File: config.mk
export PLATFORM = sky130hd
export DESIGN_NAME = dff_pipe
export DESIGN_NICKNAME = d
export VERILOG_FILES = /design/src/rtl/dff_pipe.sv
export SDC_FILE = /design/constraint.sdc
export NUM_CORES = 1
export LEC_CHECK = 0
export CAP_MARGIN = 20
export CORE_MARGIN = 1
export CORE_UTILIZATION = 30
export DETAILED_ROUTE_END_ITERATION = 12
export PLACE_DENSITY = 0.53
export SLEW_MARGIN = 15
export SYNTH_ARGS = -nofsm -noshare
export SYNTH_HDL_FRONTEND = slang
export SYNTH_SLANG_ARGS = --single-unit
File: constraint.sdc
create_clock -name clk -period 1.9 [get_ports clk]
set_input_delay 0.285 -clock clk [delete_from_list [all_inputs] [get_ports clk]]
set_output_delay 0.285 -clock clk [all_outputs]
set_load 0.1 [all_outputs]
File: src/rtl/dff_pipe.sv
`default_nettype none
// ============================================================================
//  Module      : dff_pipe
//  Description : Elastic pipeline of DEPTH register stages with a valid/ready
//                handshake on both ends. Bubbles collapse: a stage loads from
//                its predecessor whenever it is empty or its own contents are
//                moving on. This gives a latency of DEPTH cycles, one transfer
//                per cycle when streaming, and storage for DEPTH entries under
//                backpressure.
//
//  Ports       : clk        - sole clock, rising edge
//                rst_n      - synchronous active-low reset (priority over flush)
//                flush      - synchronous clear of all stored entries
//                in_valid   - upstream has data on in_data
//                in_ready   - pipe can accept in_data this cycle
//                in_data    - upstream data [WIDTH]
//                out_valid  - out_data holds a valid entry
//                out_ready  - downstream accepts out_data this cycle
//                out_data   - data from the last stage [WIDTH]
//                occupancy  - stored entry count (only with DFF_PIPE_OCC_EN)
//
//  Config      : define DFF_PIPE_OCC_EN to add the occupancy port and counter.
//
//  Revision    : 1.0 - initial release
// ============================================================================
module dff_pipe #(
    parameter int WIDTH = 8,
    parameter int DEPTH = 4
) (
    input  logic             clk,
    input  logic             rst_n,
    input  logic             flush,
    input  logic             in_valid,
    output logic             in_ready,
    input  logic [WIDTH-1:0] in_data,
    output logic             out_valid,
    input  logic             out_ready,
    output logic [WIDTH-1:0] out_data
`ifdef DFF_PIPE_OCC_EN
    ,
    output logic [$clog2(DEPTH+1)-1:0] occupancy
`endif
);

    logic             r_valid    [DEPTH];
    logic [WIDTH-1:0] r_data     [DEPTH];
    logic             w_src_valid[DEPTH];
    logic [WIDTH-1:0] w_src_data [DEPTH];
    logic [DEPTH-1:0] w_rdy;

    // Stage k can load when it is empty or every stage downstream of it can
    // advance. The chain is walked from the output end with a local running
    // term so the vector is only written, never read back, inside the block.
    always_comb begin : p_rdy
        logic w_chain;
        w_rdy   = '0;
        w_chain = out_ready;
        for (int k = DEPTH - 1; k >= 0; k--) begin
            w_chain  = !r_valid[k] || w_chain;
            w_rdy[k] = w_chain;
        end
    end

    genvar k;
    generate
        for (k = 0; k < DEPTH; k++) begin : g_stage
            if (k == 0) begin : g_head
                assign w_src_valid[k] = in_valid;
                assign w_src_data[k]  = in_data;
            end else begin : g_body
                assign w_src_valid[k] = r_valid[k-1];
                assign w_src_data[k]  = r_data[k-1];
            end

            // Data is only captured alongside a valid entry, so an empty
            // stage keeps its last value rather than toggling on bubbles.
            always_ff @(posedge clk) begin
                if (!rst_n) begin
                    r_valid[k] <= 1'b0;
                    r_data[k]  <= '0;
                end else if (flush) begin
                    r_valid[k] <= 1'b0;
                end else if (w_rdy[k]) begin
                    r_valid[k] <= w_src_valid[k];
                    if (w_src_valid[k]) begin
                        r_data[k] <= w_src_data[k];
                    end
                end
            end
        end
    endgenerate

    // Both handshakes are suppressed while in reset or flushing, so no
    // transfer is seen by either neighbour in those cycles.
    assign in_ready  = w_rdy[0] && !flush && rst_n;
    assign out_valid = r_valid[DEPTH-1] && !flush && rst_n;
    assign out_data  = rst_n ? r_data[DEPTH-1] : '0;

`ifdef DFF_PIPE_OCC_EN
    localparam int c_occ_w = $clog2(DEPTH + 1);

    logic [c_occ_w-1:0] r_occ;
    logic               w_in_fire;
    logic               w_out_fire;

    assign w_in_fire  = in_valid && in_ready;
    assign w_out_fire = out_valid && out_ready;

    always_ff @(posedge clk) begin
        if (!rst_n || flush) begin
            r_occ <= '0;
        end else if (w_in_fire && !w_out_fire) begin
            r_occ <= r_occ + c_occ_w'(1);
        end else if (w_out_fire && !w_in_fire) begin
            r_occ <= r_occ - c_occ_w'(1);
        end
    end

    assign occupancy = r_occ;
`endif

endmodule
`default_nettype wire

Word-level counts from Yosys, hierarchy flattened:

Memories as Yosys holds them, arrays and structs flattened.
Index checks and enable logic that the tools add are counted.

* bits in registers: 0
* RAM bits: 36
* input port bits: 13
* logic and storage cells: 80
* memories: 2

Memory list
* r_data: depth 4, bits a word 8, read ports 4, clocked after memory_dff 0, wr ports 4, RTL line 46 `logic [WIDTH-1:0] r_data [DEPTH];`
* r_valid: depth 4, bits a word 1, read ports 4, clocked after memory_dff 0, wr ports 4, RTL line 45 `logic r_valid [DEPTH];`

* mux-type cells: 53
* bitwise operators: 12
* reduce and logical (&&, ||, !) cells: 13

Operators with widths (number)
* $mux 1: 48
* $mux 8: 5
* $or 1x1->1: 12
* $logic_not 1->1: 5
* $logic_and 1x1->1: 4
* $logic_or 1x1->1: 4

Depth between registers and ports, before layout:

Gate-level depths: netlist of the first run.

* word-level depth: 10
* mapped depth: 4
* gate-level depth less buffers: 2

Least setup slack after synthesis of the first run:

No wires, ideal clock.

* kind: register -> output
* start: memory r_valid[1]
* end: output in_ready
* arrival time: 2345 ps
* data required time: 1615 ps
* slack: -730 ps
* cell stages (with the launch flop): 5
* path through: edfxtp_1 -> and4b_1 -> buf_6 -> buf_6 -> a21oi_1

RTL lines
* start, declared: RTL line 45
* end, declared: RTL line 34 `output logic in_ready,`

Worst setup path after layout of the first run:

* start: input out_ready
* end: output in_ready

* longest elaborated chain between the ends: 6

Ends and longest elaborated chain
* start, declared: RTL line 37 `input logic out_ready,`
* $logic_or 1x1->1 (4 in series): RTL line 59 `w_chain = !r_valid[k] || w_chain;`
* $logic_and 1x1->1 (2 in series): RTL line 95 `assign in_ready = w_rdy[0] && !flush && rst_n;`

No other way between the ends.

==> impl_metrics.csv, run 1 <==
group,metric,value,unit
global_routing,grt_use_met3,3.53,%
critical_path,cp-end-kind,"output port",
power,power,1760,uW
placement,hpwl,2.09,mm
cts,cts_setup_buffers,0,
critical_path,arrival,1.47,ns
power,static-leakage-power,0.000802,uW
cts,clk_pin_slew,0.07,ns
floorplan,die_x,77.5,microns
cts,h-tree-depth,2,
synthesis,synthArstFlopShare,0,%
placement,post-place-cells,235,
critical_path,worstPathRequired,1.62,ns
power,powerDensity,773,nW/um^2
routing,first_pass_iters,4,
synthesis,syn_area,1710,sq um
finish,drive_above_1_share,26.3,%
finish,finalNetCount,183,
synthesis,synthFlopType,"edfxtp_1",
finish,regArea,1070,sq um
global_routing,antenna_found_initial,0,
cts,cts_buffer_depth,2,
placement,gp_congestion,0.673,
finish,area_growth,33.4,%
floorplan,floorplan.rows,27,
routing,drt-wirelength-per-cell,11.3,microns
timing,timing.hold.ws,0.542,ns
critical_path,critPathMaxFanout,5,
floorplan,initial_utilization,31.1,%
floorplan,dieArea,6010,sq um
placement,port_buffers,22,
timing,period_needed,1.75,ns
timing,finClkSkew,0.00321,ns
routing,routed_wl,2.74,mm
timing,fin_setup_tns,0,ns
finish,multi_input_area,534,sq um
routing,ant_nets,0,
synthesis,ys_warn_count,0,
synthesis,yosys.area.top_type,"edfxtp_1",
finish,fin_cells,243,
timing,setup_viol,0,
cts,cts_tree,"yes",
global_routing,grt_pass1_wl,4.79,mm
timing,grt_setup_unrepaired,"false",
timing,drv_slew,0,
timing,hold_viol,0,
critical_path,worstSetupStartpointType,"input port",
critical_path,path_class,"input port to output port",
synthesis,synth-seq-area-share,62.6,%
synthesis,avgSynthCellArea,12.5,sq um
global_routing,grt_pass1_vias,1092,
routing,vias_per_cell,4.42,
routing,vias,1073,
global_routing,grt_max_degree,13,
power,ir_drop,284,uV
min_path,holdCritPathClass,"flip-flop to flip-flop",
global_routing,grt_usage,10.3,%
timing,maxSlewHeadroom,80.2,%
run_status,status,"completed",
routing,drt_iter0_drc,52,
timing,tightest_slew,0.296,ns
synthesis,synth_seq_cells,36,
timing,fmax,570,MHz
job,maxCapViolations,0,
floorplan,fp.dieH,77.5,microns
global_routing,gr-usage-met2,19.4,%
synthesis,syn_nets,150,
floorplan,ios,23,
cts,root_buffer,"clkbuf_8",
timing,fin_crit_sh,92.3,%
cts,cts_resized,0,
synthesis,synthTopCellsByCount,"edfxtp_1, nand2_1, and2_1, a211oi_2, inv_1",
synthesis,yosysTopAreaCellShare,61.4,%
cts,clk_latency,0.28,ns
global_routing,grtUsageMet1,10.3,%
synthesis,synth.area.top_cells,"edfxtp_1, a211oi_2, nand2_1",
cts,hold_buffers,0,
routing,remaining_drc_errors,0,
finish,fillers,517,
cts,cts.sinks,36,
global_routing,grt.busiest_layer,"met2",
finish,antenna_cells,0,
global_routing,grt_overflow,0,
floorplan,coreArea,5510,sq um
cts,cts_made_buffers,5,
synthesis,synth_cell_types,28,
synthesis,syn_inst,137,
synthesis,synth_edf_count,35,
synthesis,yosys.cell_count.top_type,"edfxtp_1",
==> state kept, by name, summed over array words and instances (netlist names) <==
name / count
r_data: 32
r_valid: 4
==> final timing paths <==
check                                     startpoint                          to  slack, ns  depth (start not counted)
worst max register to register    r_valid[2]$_DFF_P_  r_data[3][1]$_SDFFCE_PN0P_       0.48                          3
worst max-delay path                       out_ready                    in_ready       0.15                          4
worst min-delay path            r_valid[1]$_DFFE_PP_          r_valid[2]$_DFF_P_       0.54                          1
worst min register to register  r_valid[1]$_DFFE_PP_          r_valid[2]$_DFF_P_       0.54                          1
==> layer usage <==
layer  vias up  wire length (microns)  part of all wire (%)
met5         -                      0                     0
met4         0                     13                  0.47
li1        557                      -                     -
met2        25                   1510                    55
met1       489                   1100                    40
met3         2                    116                   4.2
==> where the power goes <==
part           switching (uW)  internal [uW]
Sequential               7.84            902
Combinational             119           85.7
Clock                     260            389
Total                     388           1380
==> final cells by class <==
| cell class | instances | share of cell area, % |
|---|---|---|
| sequential | 36 | 47.0 |
| multi-input combinational | 79 | 23.4 |
| timing repair buffer | 38 | 19.3 |
| tap | 72 | 3.95 |
| clock buffer | 6 | 3.18 |
| inverter | 10 | 1.65 |
| clock inverter | 2 | 1.54 |
==> cells by family after synthesis <==
kind of cell,Yosys count,share of synthesized area [%]
AO/OA/AOI/OAI,15,8.78
buffers and inverters,22,6.80
flip-flops,36,62.6
AND/OR/NAND/NOR,64,21.8
==> worst max-delay path: stages <==
cell             delay (ns)
clkdlybuf4s50_1        0.49
and4b_1                0.30
a21oi_4                0.21
buf_12                 0.19
==> cell usage in the layout (no fill, tap or decap), drive strengths merged <==
cell / synthesis / routed
clkinv: 1 / 2
clkbuf: 3 / 6
nor4: 8 / 8
nor3: 9 / 9
nand2b: 4 / 4
clkdlybuf4s50: 0 / 12
o31ai: 1 / 1
nor2b: 1 / 1
and2: 10 / 10
o21a: 1 / 1
a21oi: 1 / 1
bufinv: 0 / 1
nand3: 1 / 1
and3b: 1 / 1
buf: 9 / 26
dfxtp: 1 / 1
a211oi: 9 / 9
a22oi: 1 / 1
edfxtp: 35 / 35
nor3b: 9 / 9
o21ai: 2 / 2
inv: 9 / 9
and2b: 1 / 1
nand3b: 1 / 1
and4b: 1 / 1
nand2: 18 / 18
==> through the flow <==
step                cell area [sq um]  utilization, %  worst slack (ns)
floorplan                        1720               -           0.00344
global placement                 2170            39.5             0.157
detailed placement               2170            39.5             0.138
CTS                              2280            41.4             0.142
global route                     2280            41.4            0.0926
finish                           2280            41.4             0.146
(Power assumes the default switching activity.)
==> run 2: changes to the inputs <==
CTS_CLUSTER_SIZE = 10   (was unset)
==> results of run 2 <==
Final layout, timing and power as in run 1 (identical DEF).
